File: config.mk
export PLATFORM = sky130hd
export DESIGN_NAME = dining_waiter
export DESIGN_NICKNAME = d
export VERILOG_FILES = /design/src/rtl/dining_waiter_pkg.sv /design/src/rtl/waiter_seat.sv /design/src/rtl/dining_waiter.sv
export SDC_FILE = /design/constraint.sdc
export NUM_CORES = 1
export LEC_CHECK = 0
export ABC_AREA = 1
export BUFFER_PORTS_ARGS = -buffer_cell sky130_fd_sc_hd__buf_4
export CAP_MARGIN = 0
export CORE_ASPECT_RATIO = 1.5
export CORE_UTILIZATION = 40
export CTS_BUF_LIST = sky130_fd_sc_hd__clkbuf_8
export DETAILED_ROUTE_END_ITERATION = 16
export GPL_TIMING_DRIVEN = 1
export PLACE_DENSITY = 0.58
export RECOVER_POWER = 25
export SYNTH_ARGS = -nofsm -noshare
export SYNTH_HDL_FRONTEND = slang
export SYNTH_SLANG_ARGS = --single-unit
File: constraint.sdc
create_clock -name clk -period 25.4 [get_ports clk]
set_input_delay 1.27 -clock clk [delete_from_list [all_inputs] [get_ports clk]]
set_output_delay 1.27 -clock clk [all_outputs]
set_load 0.005 [all_outputs]
File: src/rtl/dining_waiter_pkg.sv
// Shared types for the dining waiter: the philosopher-visible seat view (t_state),
// the waiter's internal per-seat FSM encoding, and a width helper.
package dining_waiter_pkg;

  typedef enum logic [1:0] {
    THINKING = 2'd0,
    HUNGRY   = 2'd1,
    EATING   = 2'd2,
    READING  = 2'd3
  } t_state;

  typedef enum logic [1:0] {
    IDLE = 2'd0,
    WAIT = 2'd1,
    EAT  = 2'd2
  } seat_fsm_e;

  function automatic int clog2(input int value);
    int r;
    r = 0;
    while ((1 << r) < value) r++;
    return r;
  endfunction

endpackage

File: src/rtl/waiter_seat.sv
// One seat of the waiter: IDLE/WAIT/EAT FSM with saturating wait and eat counters,
// starvation flag and the one-cycle force_release pulse on meal timeout.
module waiter_seat
  import dining_waiter_pkg::*;
#(
  parameter int MAX_EAT      = 4,
  parameter int STARVE_LIMIT = 16
) (
  input  logic   clk,
  input  logic   reset,
  input  logic   req,
  input  logic   done,
  input  logic   select,
  output logic   grant,
  output logic   waiting,
  output logic   starve,
  output logic   force_release,
  output t_state seat_state
);

  localparam int WAIT_W = clog2(STARVE_LIMIT + 1);
  localparam int EAT_W  = clog2(MAX_EAT + 1);
  localparam logic [WAIT_W-1:0] WAIT_MAX = WAIT_W'(STARVE_LIMIT);
  localparam logic [EAT_W-1:0]  EAT_MAX  = EAT_W'(MAX_EAT);

  seat_fsm_e         state_q, state_d;
  logic [WAIT_W-1:0] wait_cnt_q, wait_cnt_d;
  logic [EAT_W-1:0]  eat_cnt_q, eat_cnt_d;
  logic              force_release_q, force_release_d;

  always_ff @(posedge clk) begin
    if (reset) begin
      state_q         <= IDLE;
      wait_cnt_q      <= '0;
      eat_cnt_q       <= '0;
      force_release_q <= 1'b0;
    end else begin
      state_q         <= state_d;
      wait_cnt_q      <= wait_cnt_d;
      eat_cnt_q       <= eat_cnt_d;
      force_release_q <= force_release_d;
    end
  end

  // A release via done wins over a simultaneous timeout, so no pulse in that case.
  always_comb begin
    state_d         = state_q;
    wait_cnt_d      = wait_cnt_q;
    eat_cnt_d       = eat_cnt_q;
    force_release_d = 1'b0;
    case (state_q)
      IDLE: begin
        if (req) begin
          state_d    = WAIT;
          wait_cnt_d = '0;
        end
      end
      WAIT: begin
        if (!req) begin
          state_d = IDLE;
        end else if (select) begin
          state_d   = EAT;
          eat_cnt_d = EAT_W'(1);
        end else if (wait_cnt_q != WAIT_MAX) begin
          wait_cnt_d = wait_cnt_q + WAIT_W'(1);
        end
      end
      EAT: begin
        if (done) begin
          state_d = IDLE;
        end else if (eat_cnt_q == EAT_MAX) begin
          state_d         = IDLE;
          force_release_d = 1'b1;
        end else begin
          eat_cnt_d = eat_cnt_q + EAT_W'(1);
        end
      end
      default: state_d = IDLE;
    endcase
  end

  always_comb begin
    seat_state = THINKING;
    case (state_q)
      WAIT:    seat_state = HUNGRY;
      EAT:     seat_state = EATING;
      default: seat_state = THINKING;
    endcase
  end

  assign grant         = (state_q == EAT);
  assign waiting       = (state_q == WAIT);
  assign starve        = (state_q == WAIT) && (wait_cnt_q == WAIT_MAX);
  assign force_release = force_release_q;

endmodule

File: src/rtl/dining_waiter.sv
// Central fork arbiter for a ring of philosophers: round-robin grants with starvation
// priority, never granting two ring-adjacent seats at once.
module dining_waiter
  import dining_waiter_pkg::*;
#(
  parameter int N_SEATS      = 8,
  parameter int MAX_EAT      = 4,
  parameter int STARVE_LIMIT = 16
) (
  input  logic                        clk,
  input  logic                        reset,
  input  logic [N_SEATS-1:0]          req,
  input  logic [N_SEATS-1:0]          done,
  output logic [N_SEATS-1:0]          grant,
  output logic [N_SEATS-1:0]          force_release,
  output logic [N_SEATS-1:0]          starve,
  output logic [2*N_SEATS-1:0]        seat_state,
  output logic [clog2(N_SEATS)-1:0]   rr_ptr
);

  localparam int PTR_W = clog2(N_SEATS);

  logic [N_SEATS-1:0] waiting;
  logic [N_SEATS-1:0] eligible;
  logic [N_SEATS-1:0] starve_nbr;
  logic [N_SEATS-1:0] select;
  logic [PTR_W-1:0]   rr_ptr_q, rr_ptr_d;
  t_state             seat_view [N_SEATS];

  function automatic logic [PTR_W-1:0] ring(input int idx);
    return PTR_W'((idx + N_SEATS) % N_SEATS);
  endfunction

  for (genvar i = 0; i < N_SEATS; i++) begin : g_seat
    waiter_seat #(
      .MAX_EAT      (MAX_EAT),
      .STARVE_LIMIT (STARVE_LIMIT)
    ) u_seat (
      .clk           (clk),
      .reset         (reset),
      .req           (req[i]),
      .done          (done[i]),
      .select        (select[i]),
      .grant         (grant[i]),
      .waiting       (waiting[i]),
      .starve        (starve[i]),
      .force_release (force_release[i]),
      .seat_state    (seat_view[i])
    );

    assign seat_state[2*i +: 2] = seat_view[i];
    assign eligible[i]   = waiting[i] && req[i]
                           && !grant[(i + N_SEATS - 1) % N_SEATS]
                           && !grant[(i + 1) % N_SEATS];
    assign starve_nbr[i] = starve[(i + N_SEATS - 1) % N_SEATS] || starve[(i + 1) % N_SEATS];
  end

  always_ff @(posedge clk) begin
    if (reset) begin
      rr_ptr_q <= '0;
    end else begin
      rr_ptr_q <= rr_ptr_d;
    end
  end

  // Starving seats are placed first; the second pass also keeps forks free next to any starving seat.
  always_comb begin : arbitrate
    int               idx;
    logic             found1;
    logic             found2;
    logic [PTR_W-1:0] first1;
    logic [PTR_W-1:0] first2;
    idx    = 0;
    found1 = 1'b0;
    found2 = 1'b0;
    first1 = '0;
    first2 = '0;
    select = '0;
    for (int k = 0; k < N_SEATS; k++) begin
      idx = int'(rr_ptr_q) + k;
      if (eligible[ring(idx)] && starve[ring(idx)]
          && !select[ring(idx - 1)] && !select[ring(idx + 1)]) begin
        select[ring(idx)] = 1'b1;
        if (!found1) begin
          found1 = 1'b1;
          first1 = ring(idx);
        end
      end
    end
    for (int k = 0; k < N_SEATS; k++) begin
      idx = int'(rr_ptr_q) + k;
      if (eligible[ring(idx)] && !starve[ring(idx)] && !starve_nbr[ring(idx)]
          && !select[ring(idx - 1)] && !select[ring(idx + 1)]) begin
        select[ring(idx)] = 1'b1;
        if (!found2) begin
          found2 = 1'b1;
          first2 = ring(idx);
        end
      end
    end
    rr_ptr_d = rr_ptr_q;
    if (found2) begin
      rr_ptr_d = ring(int'(first2) + 1);
    end else if (found1) begin
      rr_ptr_d = ring(int'(first1) + 1);
    end
  end

  assign rr_ptr = rr_ptr_q;

  a_no_adjacent_grants : assert property (@(posedge clk) disable iff (reset)
    (grant & {grant[0], grant[N_SEATS-1:1]}) == '0);

endmodule

# Yosys cells after proc, flatten, opt, wreduce, memory -nomap -nowiden
# Memories as Yosys holds them, arrays and structs flattened.
# Cells that the tools add are included.
# W data, S select, Z words.
# totals
regBits,91
rom_bits,16
inputBits,18
mem_count,2
# memory_table
memory,depth,width,rd,rd_ports_with_merged_regs,write_ports,line_no,text
(name not given),8,1,1,0,0,dining_waiter.sv:82,&& !select[ring(idx - 1)] && !select[ring(idx + 1)]) begin
(name not given),8,1,1,0,0,dining_waiter.sv:82,
# op_classes
n_addsub,65
magnitude_cmp,31
n_eq_ne,112
mux,334
bitwise_logic,23
n_reduce_logical,217
# ops
op,n
$mux W3,64
$bmux W1 S3,54
$mux W5,32
$add A3 B1 Y3 const B,43
$mux W8,16
$or A8 B8 Y8,15
$ne A2 B2 Y1 const B,56
$logic_and A1 B1 Y1,96
$lt A3 B4 Y1 const B,23
$mux W1,88
$mux W2,40
$pmux W5 S2,8
$reduce_and A5 Y1,16
$logic_not A1 Y1,56
$ne A3 B3 Y1 const B,16
$pmux W2 S3,8
$pmux W3 S2,8
$add A5 B1 Y5 const B,8
$eq A5 B5 Y1 const B,8
$ne A5 B5 Y1 const B,8
$reduce_bool A2 Y1,17
$pmux W2 S2,8
$demux W1 S3,8
$eq A3 B3 Y1 const B,8
11 further kinds,78

# Depth between registers and ports, before layout
# Gate-level depths: netlist (run 1).
# logic_depth
ltp_word,103
mapped_depth,100
mapped_depth_nobuf,97

# Cells and area by module
# Synthesis (run 1) repeated with hierarchy kept, for this count alone.
# hier_totals
cells_unflattened,1895
area_unflattened_um2,10862.9
# modules_own_cells
mod,n_inst,cells_each,area_each_um2,seq_area_each_um2
waiter_seat,8,103,685.7,220.2
dining_waiter,1,1071,5377.7,60.1

# Least setup slack after synthesis (run 1)
# OpenSTA, ideal clock, no wires.
# synth_timing
path_type,register -> register
from,"register rr_ptr_q[0], in the netlist rr_ptr[0]"
to,"register rr_ptr_q[2], in the netlist rr_ptr[2]"
setup_time_ps,70
t_arrival_ps,9991
path_slack_ps,15340
path_stages_with_launch,99
n_path_buf,10
period_less_slack_ps,10060
path_cell_list,dfxtp_1 inv_2 buf_2 buf_2 buf_4 buf_2 buf_4 buf_2 buf_4 buf_2 ha_1 buf_2 nand2_1 nand2_2 inv_2 nor2_1 nand4_1 nand3_2 (+63 left out) nand3_2 nor2_2 nor2_2 nand2_1 nand2_1 nand2_2 nand2_4 nand2_4 nor2_1 nand2_1 o21ai_1 inv_1 ha_1 inv_1 nand2_1 nand2_1 nand2_1 a21oi_1
# synth_via
elab_chain_len,101
word_cells_on_any_way,383
# synth_rtl
element,line_no,text
"start, declared",dining_waiter.sv:27,"logic [PTR_W-1:0] rr_ptr_q, rr_ptr_d;"
"start signal, assigned",dining_waiter.sv:62,rr_ptr_q <= rr_ptr_d;
$sub A3 B1 Y3,"dining_waiter.sv:82, dining_waiter.sv:93",
$add A3 B1 Y3,dining_waiter.sv:31,return PTR_W'((idx + N_SEATS) % N_SEATS);
$mem_v2 Z8 W1,--,
$mux W1 (not written as such),dining_waiter.sv:82,
$logic_not A1 Y1,dining_waiter.sv:82,
$logic_and A1 B1 Y1 (2 in series),dining_waiter.sv:82,
$mux W8,dining_waiter.sv:81,if (eligible[ring(idx)] && starve[ring(idx)]
$bmux W1 S3,dining_waiter.sv:82,
(+83 left out),--,
$bmux W1 S3,dining_waiter.sv:93,&& !select[ring(idx - 1)] && !select[ring(idx + 1)]) begin
$mux W1 (not written as such),dining_waiter.sv:93,
$logic_not A1 Y1,dining_waiter.sv:93,
$logic_and A1 B1 Y1 (2 in series),dining_waiter.sv:93,
$mux W3,dining_waiter.sv:92,if (eligible[ring(idx)] && !starve[ring(idx)] && !starve_nbr[ring(idx)]
$add A3 B1 Y3,dining_waiter.sv:103,rr_ptr_d = ring(int'(first2) + 1);
$add A3 B1 Y3,dining_waiter.sv:31,
$mux W3,dining_waiter.sv:102,if (found2) begin
# Several ways; a longest one is shown, not always the timed one. The select of a mux whose other input is x is not followed.
# A chain may end at the register's enable or synchronous reset.

# Worst setup path after layout (run 1)
# layout_timing
from,"register rr_ptr_q[1], in the netlist rr_ptr[1]"
to,"register rr_ptr_q[2], in the netlist rr_ptr[2]"
# The elaborated chain is that of the path after synthesis.

==> run summary, run 1 <==
The flow ran to the end, but the final reports show violations. The checks that failed: max-capacitance violations, max-slew violations. The highest clock rate came out at 78.56 MHz.

On the critical path the largest part of the delay comes from simple AND/OR/NAND/NOR gates. Entering global routing, the biggest net connects 77 pins. The cell sitting at the root of the clock tree is a clkbuf_8. The clock insertion delay at the later pin of the skew report came out at 410 ps. The average wire per standard cell came out at 17.98 microns. The first global-routing pass estimated 58.04 mm of wire. Headroom to the max-slew limit came out at -143.0%. The initial cell density of the core came out at 41.07%. The count of nets left with antenna violations after detail routing came out at 0. The number of input and output port buffers inserted is 60. TritonCTS built the clock tree.

The analysis attributes to cell leakage a power of 5.322 nW. Ranked by total cell area, the synthesized netlist is headed by dfxtp_1 18%, nand2_1 16%, nand3_1 13%. The routed layout has 11,569 vias. In this run the critical register-to-register path is launched from rr_ptr[1]. The growth of design area from synthesis to finish is 5.905%. The type of the worst setup path is flip-flop to flip-flop.

The number of clock sinks seen by CTS came out at 91. The most critical setup path has its startpoint at rr_ptr[1]. The total of hold buffers inserted after clock tree synthesis came out at 0. The fraction of the cycle the final worst path needs is 50.11%. On the worst path, the slowest cell contributes a delay of 1020 ps.

The via count of the first global-routing pass came to 10,609. The final hold slack came out at 487.0 ps. The actual transition at the worst max-transition pin came out at 3646 ps. The per-cell via count in the routed design is 5.504.

The post-layout net count is 1,831. The post-synthesis async set-or-reset flop share is 0%. The final setup violation count came out at 0. The depth of the worst register-to-register path is 87. Among all flip-flop cells after synthesis, the most frequent one is dfxtp_1. The average footprint of a synthesized cell came out at 5.861 sq um.

Summed over all layers, the global routing overflow is 0. The starting DRC count in detailed routing is 778. The total power draw is 0.001485 W.

The summed instance area of the synthesized netlist is 10,360 sq um. The die outline area came out at 26,570 sq um. The total DRC errors in the routed layout is 0. The startpoint kind of the worst setup timing path is a flip-flop. The cell type of the slowest stage on the worst timing path is ha_1. Once layout is complete, the utilization of the core stands at 43.50%. Setup repair after global routing left no endpoint under its margin. In this run the worst setup path terminates at rr_ptr[2].

The overall routed net length came out at 37.79 mm. Counting distinct cell types in the post-synthesis netlist gives 54. The total inserted antenna cells came out at 0. The sequential element share of the synthesized area is 17.58%.

The maximum ir drop on the vdd rail is 62.27 uV. The worst register-to-register path ends at rr_ptr[2]. Once detailed placement completed, the half-perimeter wirelength came to 29.34 mm. The cell type with the largest total area after synthesis is dfxtp_1.

In this run, post-CTS repair resized a total of 0 instances. In this design, the critical path's most frequently occurring cell is nand2_1. The ratio of cells with drive above 1 in the final layout is 12.23%.

The region available for standard cell placement spans 25,230 sq um. The number of antenna violations at the first check in global routing is 0. The number of buffers and inverters on the critical path is 8. The die is 199.1 microns tall. The critical path runs through a total of 87 cells.

The total number of H-tree levels came out at 3. The number of max-cap violations is 1. The maximum number of buffers from clock root to sink came out at 2. The global placer's final weighted congestion came out at 1.017. The synthesized flop and latch total is 91.

The post-placement setup slack is 12,870 ps. The post-CTS setup buffer count came out at 0. Summed over all failing endpoints, the final setup total negative slack is 0 ps. The I/O pin count came out at 61. The required time at the endpoint of the critical path is 25,740 ps. For flop-to-flop paths, the worst setup slack is 12,670 ps. The count of warnings emitted by yosys is 0. The clock buffer count from CTS came out at 9.

The number of detailed-routing iterations run before antenna repair is 5. The worst-path maximum fanout came out at 29. The class of the most critical hold timing path is flip-flop to flip-flop.

The data arrival at the endpoint of the critical path is 13,070 ps. In this run the power density over the cells is 135.3 nW/um^2. The top-area cell type share of the netlist area is 17.58%. The maximum clock skew at final layout came out at 17.17 ps.

The number of enable-type register cells in the synthesized netlist is 0. The clock transition at the registers of the reported paths is 100 ps. STA classifies the critical path endpoint as a flip-flop. The die width came out at 133.4 microns.

The max-slew violation count is 77. The shortest period the worst path allows is 12,730 ps. The number of hold violations in the final report is 0. The global routing usage summed across all routing layers came out at 28.71%. The least setup slack across all paths after layout is 12,670 ps. The total number of placement rows came out at 71.

The total nets after synthesis came out at 1,830. The cell count after synthesis came out at 1,768.
## state kept, by name, summed over array words and instances (netlist names)
| register | flops |
|---|---|
| g_seat.u_seat.wait_cnt_q | 40 |
| g_seat.u_seat.eat_cnt_q | 24 |
| g_seat.u_seat.state_q | 16 |
| rr_ptr | 3 |
| g_seat.u_seat.force_release | 8 |
## area by class of cell
type | instances | area, sq um
clock inverter | 5 | 53.80
clock buffer | 11 | 151.4
timing repair buffer | 66 | 491.7
fill | 2844 | 14250
multi-input combinational | 1346 | 7077
sequential | 91 | 1826
tap | 328 | 410.4
inverter | 255 | 964.7
## where the power goes
| group | leakage [nW] | switching, W | internal, W | total (W) |
|---|---|---|---|---|
| registers | 0.738 | 0.0000269 | 0.000157 | 0.000184 |
| logic | 4.48 | 0.000859 | 0.000336 | 0.00119 |
| clock network | 0.108 | 0.0000567 | 0.0000504 | 0.000107 |
| total | 5.32 | 0.000942 | 0.000543 | 0.00149 |
## worst register-to-register path: cells and delay by family (launching register included)
kind                       cells  cell delay [ps]
AOI/OAI and AO/OA              2              240
and+or+nand+nor               75             8940
buffers and inverters          8             1320
DFF                            1              930
adders and majority gates      2             1210
## cell usage in the layout (no fill, tap or decap), types with 8 or more instances in the layout
cell	count
nand2_1	459
nand3_1	271
inv_1	220
nor2_1	161
dfxtp_1	90
a21oi_1	82
o21ai_0	55
buf_4	52
nand4_1	50
ha_1	44
inv_2	30
nand2_2	25
nand3_2	24
xor2_1	24
o21ai_1	21
nor2_2	15
nor2_4	13
clkbuf_4	13
clkbuf_8	11
nand3b_1	10
xnor2_1	9
o211ai_1	9
nand2_4	8
nor4_1	8
## logic make-up after synthesis
kind of cell | share of synthesized area [%]
mux | 0.3985
xor+xnor | 2.946
buf+inv | 13.64
simple gates | 49.87
fa+ha+maj | 5.313
flops | 17.58
compound gates | 10.25
## per-layer routing
metal / GRT usage (%) / vias to the layer above / wire length (microns)
met1: 29.82 / 5295 / 13980
li1: - / 5717 / -
met4: 22.69 / 0 / 3185
met2: 51.22 / 414 / 18570
met3: 4.744 / 143 / 2054
met5: 0 / - / 0
## stage by stage
stage | std cells | cell area, sq um
6_report | 2102 | 10970
5_1_grt | 2102 | 10970
4_1_cts | 2102 | 11030
3_5_place_dp | 2086 | 10820
3_3_place_gp | 2086 | 10820
2_1_floorplan | 1768 | 10360
## Yosys cell counts (all sizes together) (8+ instances only)
library cell	instances
xnor2	9
nand4	52
a21oi	83
dfxtp	91
xor2	25
nor2	192
nand2	492
nand3b	10
nand3	298
ha	44
buf	58
nor4	8
clkbuf	18
o21ai	78
o211ai	10
inv	251
nor3	8
## worst min path at each step
stage	startpoint	end	slack, ps	cells after the start
after floorplan	g_seat[3].u_seat.eat_cnt_q[1]	g_seat[3].u_seat.eat_cnt_q[1]	460	2
after global placement	g_seat[3].u_seat.eat_cnt_q[1]	g_seat[3].u_seat.eat_cnt_q[1]	470	2
after detailed placement	g_seat[1].u_seat.eat_cnt_q[1]	g_seat[1].u_seat.eat_cnt_q[1]	480	2
after CTS	g_seat[1].u_seat.eat_cnt_q[1]	g_seat[1].u_seat.eat_cnt_q[1]	490	2
after global routing	g_seat[1].u_seat.eat_cnt_q[1]	g_seat[1].u_seat.eat_cnt_q[1]	500	2
final	g_seat[3].u_seat.eat_cnt_q[1]	g_seat[3].u_seat.eat_cnt_q[1]	490	2
(Power assumes the default switching activity.)
==> inputs of run 2 (changes only) <==
- PLACE_DENSITY: 0.58 -> 0.6
- clock period: 25.4 -> 10.5 ns (I/O delays scaled with it)
==> run 2 against run 1 <==
The flow now finishes without violations. Critical endpoint unchanged. Combinational power grew to 3.3 times the previous value. Global-route usage increased by 0.59 points. Count of clock-buffer cells in the layout fell by 2. Hold slack got worse by 210 ps. Largest cell class unchanged. Power grew to 3.1 times the previous value. Sequential cell count unchanged. Via count grew 7.8%. Sequential share of layout area fell by 2.6 points. Routed wire length grew 9.5%. Utilization increased by 8.8 points.
==> run summary, run 2 (same netlist as run 1, synthesis figures left out) <==
The final hold slack is 280.8 ps (-206.2 ps). The worst setup path is captured at a flip-flop. The average wire per standard cell was 18.59 microns (+3.4%). The CTS tree is yes. The run finished with clean final reports.

The min-delay analysis places its worst path in the category input pin to flip-flop. The number of max-cap violations is 0 (-1). The die width came to 133.4 microns (unchanged). The part of the power in registers is 9.0% (-3.4 points). The overall routed net length is 41.40 mm (+9.5%). The power density over the cells came out at 345.3 nW/um^2 (+160%).

The total inserted antenna cells was 0 (unchanged). The total DRC errors in the routed layout came to 0 (unchanged). The type of the worst setup path is flip-flop to flip-flop. The reported leakage power came out at 6.206 nW (+17%). The worst slew margin relative to its limit came out at 23.91% (+170 points). The ratio of cells with drive above 1 in the final layout is 29.49% (+17 points).

The power spent charging and discharging nets is 0.002784 W (+200%). The global placer's final weighted congestion is 1.054 (+3.6%). Setup repair after global routing could not meet its margin everywhere. The number of antenna violations at the first check in global routing is 0 (unchanged). The core region area is 25,230 sq um (unchanged). Counting flops per register, the top entry is g_seat.u_seat.wait_cnt_q. The internal power summed over all cells came to 0.001776 W (+230%).

The via count of the first global-routing pass came to 10,999 (+3.7%). The net switching fraction of the power is 61.05% (-2.4 points). The initial cell density of the core was 41.07% (unchanged). The total power draw is 0.004560 W (+210%). The actual transition at the worst max-transition pin came out at 1129 ps (-2516 ps). The clock buffer count from CTS is 9 (unchanged).

The highest clock rate is 98.70 MHz (+26%). The data arrival at the endpoint of the critical path was 10,450 ps (-2620 ps). The max-slew violation count was 0 (-100%).

The number of detailed-routing iterations run before antenna repair came to 5 (unchanged). The final cell count without fillers came out at 2,227 (+5.9%). The total number of H-tree levels came out at 3 (unchanged). The per-cell via count in the routed design was 5.598 (+1.7%). The register-to-register setup slack came to 370 ps (-12,300 ps). The post-detailed-placement half-perimeter wirelength was 30.50 mm (+3.9%). The growth of design area from synthesis to finish is 27.43%. The total vias in the final route came to 12,466 (+7.8%). The I/O pin count came out at 61 (unchanged). Among the stages of the critical path, the cell type that occurs most often is nand2_2. The fraction of the cycle the final worst path needs came to 96.49% (+46 points). The post-layout net count came out at 1,958 (+6.9%). The wire length of the first global-routing pass is 59.23 mm (+2.0%). The final setup violation count is 0 (unchanged). STA classifies the critical path startpoint as a flip-flop. The shortest period the worst path allows came out at 10,130 ps (-2597 ps). The CTS root buffer is clkbuf_8.

In the final layout, the registers with the most flip-flops are g_seat.u_seat.wait_cnt_q: 40 flops, g_seat.u_seat.eat_cnt_q: 24 flops, g_seat.u_seat.state_q: 16 flops. The die outline area is 26,570 sq um (unchanged). The utilization after layout was 52.34% (+8.8 points). The number of flip-flops in the largest register is 40 (unchanged). The critical path starts at g_seat[4].u_seat.wait_cnt_q[0]. The number of clock sinks seen by CTS is 91 (unchanged).

The clock transition at the registers of the reported paths is 90 ps (about the same). In this run the critical register-to-register path is launched from g_seat[4].u_seat.wait_cnt_q[0]. The number of instances in the placed design is 2,138 (+2.5%). The part of the total power dissipated in the clock network came out at 5.2% (-2.0 points). The library cells used most frequently in the layout, excluding fill and tap cells, are 388 x nand2_1, 213 x inv_1, 192 x nand3_1, 162 x buf_4, 142 x nor2_1.

The die outline height is 199.1 microns (unchanged). The clock insertion delay at the later pin of the skew report came out at 400 ps (about the same). The global routing usage summed across all routing layers is 29.30% (+0.59 points). The critical path's largest stage delay is 360 ps (-660 ps).

The number of hold violations in the final report came out at 0 (unchanged). The required time at the endpoint of the critical path came out at 10,820 ps (-14,920 ps). The total congestion overflow after global routing came out at 0 (unchanged). The fraction of power consumed by combinational cells came to 85.8% (+5.4 points). The slowest stage of the critical path belongs to the cell dfxtp_4. The total of hold buffers inserted after clock tree synthesis came out at 0 (unchanged). The maximum ir drop on the vdd rail came out at 174.6 uV (+180%). The maximum clock skew at final layout came out at 8.211 ps (-8.960 ps). The most common library cell in the layout ignoring fill and taps is nand2_1. The total number of placement rows came to 71 (unchanged). The maximum number of pins on one net before global-route repair came out at 77 (unchanged). The maximum number of buffers from clock root to sink was 2 (unchanged). The count of nets left with antenna violations after detail routing came out at 0 (unchanged). In this run the most critical hold path is launched from done[7]. The number of input and output port buffers inserted is 60 (unchanged).

The worst-path maximum fanout is 8 (-72%). The starting DRC count in detailed routing is 980 (+26%).
run 2: worst max-delay path: cells and delay by family (launching register included):
kind / cells / cell delay [ps]
flops: 1 / 360
simple gates: 74 / 7650
fa+ha+maj: 2 / 300
compound gates: 5 / 890
buf+inv: 9 / 840
run 2: power groups by stage:
stage	logic, W	registers, W	clock network [W]
CTS	0.00305	0.000406	0.000243
detailed placement	0.00302	0.000414	0
finish	0.00391	0.000412	0.000236
global route	0.00419	0.000416	0.000254
global placement	0.00302	0.000413	0
floorplan	0.00211	0.000411	0
run 2: worst paths after layout:
kind,depth (start not counted),to
max,90,rr_ptr[2]
max reg2reg,90,rr_ptr[2]
min,2,g_seat[7].u_seat.force_release
min reg2reg,2,g_seat[0].u_seat.wait_cnt_q[0]
run 2: per-stage QoR:
stage / setup slack, ps / TNS [ps] / area, sq um
2_1_floorplan: 439.7 / 0 / 10360
3_3_place_gp: -43.38 / -381.6 / 11210
3_5_place_dp: -96.91 / -1353 / 11210
4_1_cts: 3.842 / 0 / 11410
5_1_grt: -260.6 / -9342 / 13210
6_report: 368.2 / 0 / 13210
run 2: layout make-up:
type	count	area (sq um)
multi-input cells	1357	8334
repair buffers	182	1446
flip-flops and latches	91	1856
well taps	328	410.4
fillers	2617	12020
clock buffers	9	123.9
clock inverters	5	50.05
inverters	255	984.7
run 2: what timing repair did:
action | CTS | global route
setup buffers | 0 | 64
endpoints found under the setup margin | 31 | 83
gates cloned | 0 | 11
gates resized for setup | 4 | 302
pin swaps | 0 | 131
hold endpoints to repair | 0 | 0
run 2: metal layers:
layer	vias up	wire length, microns	GRT usage (%)
met5	-	0	0
met4	0	3710	24.37
met3	206	2555	4.389
met2	529	20420	52.22
met1	5729	14720	30.29
li1	6002	-	-
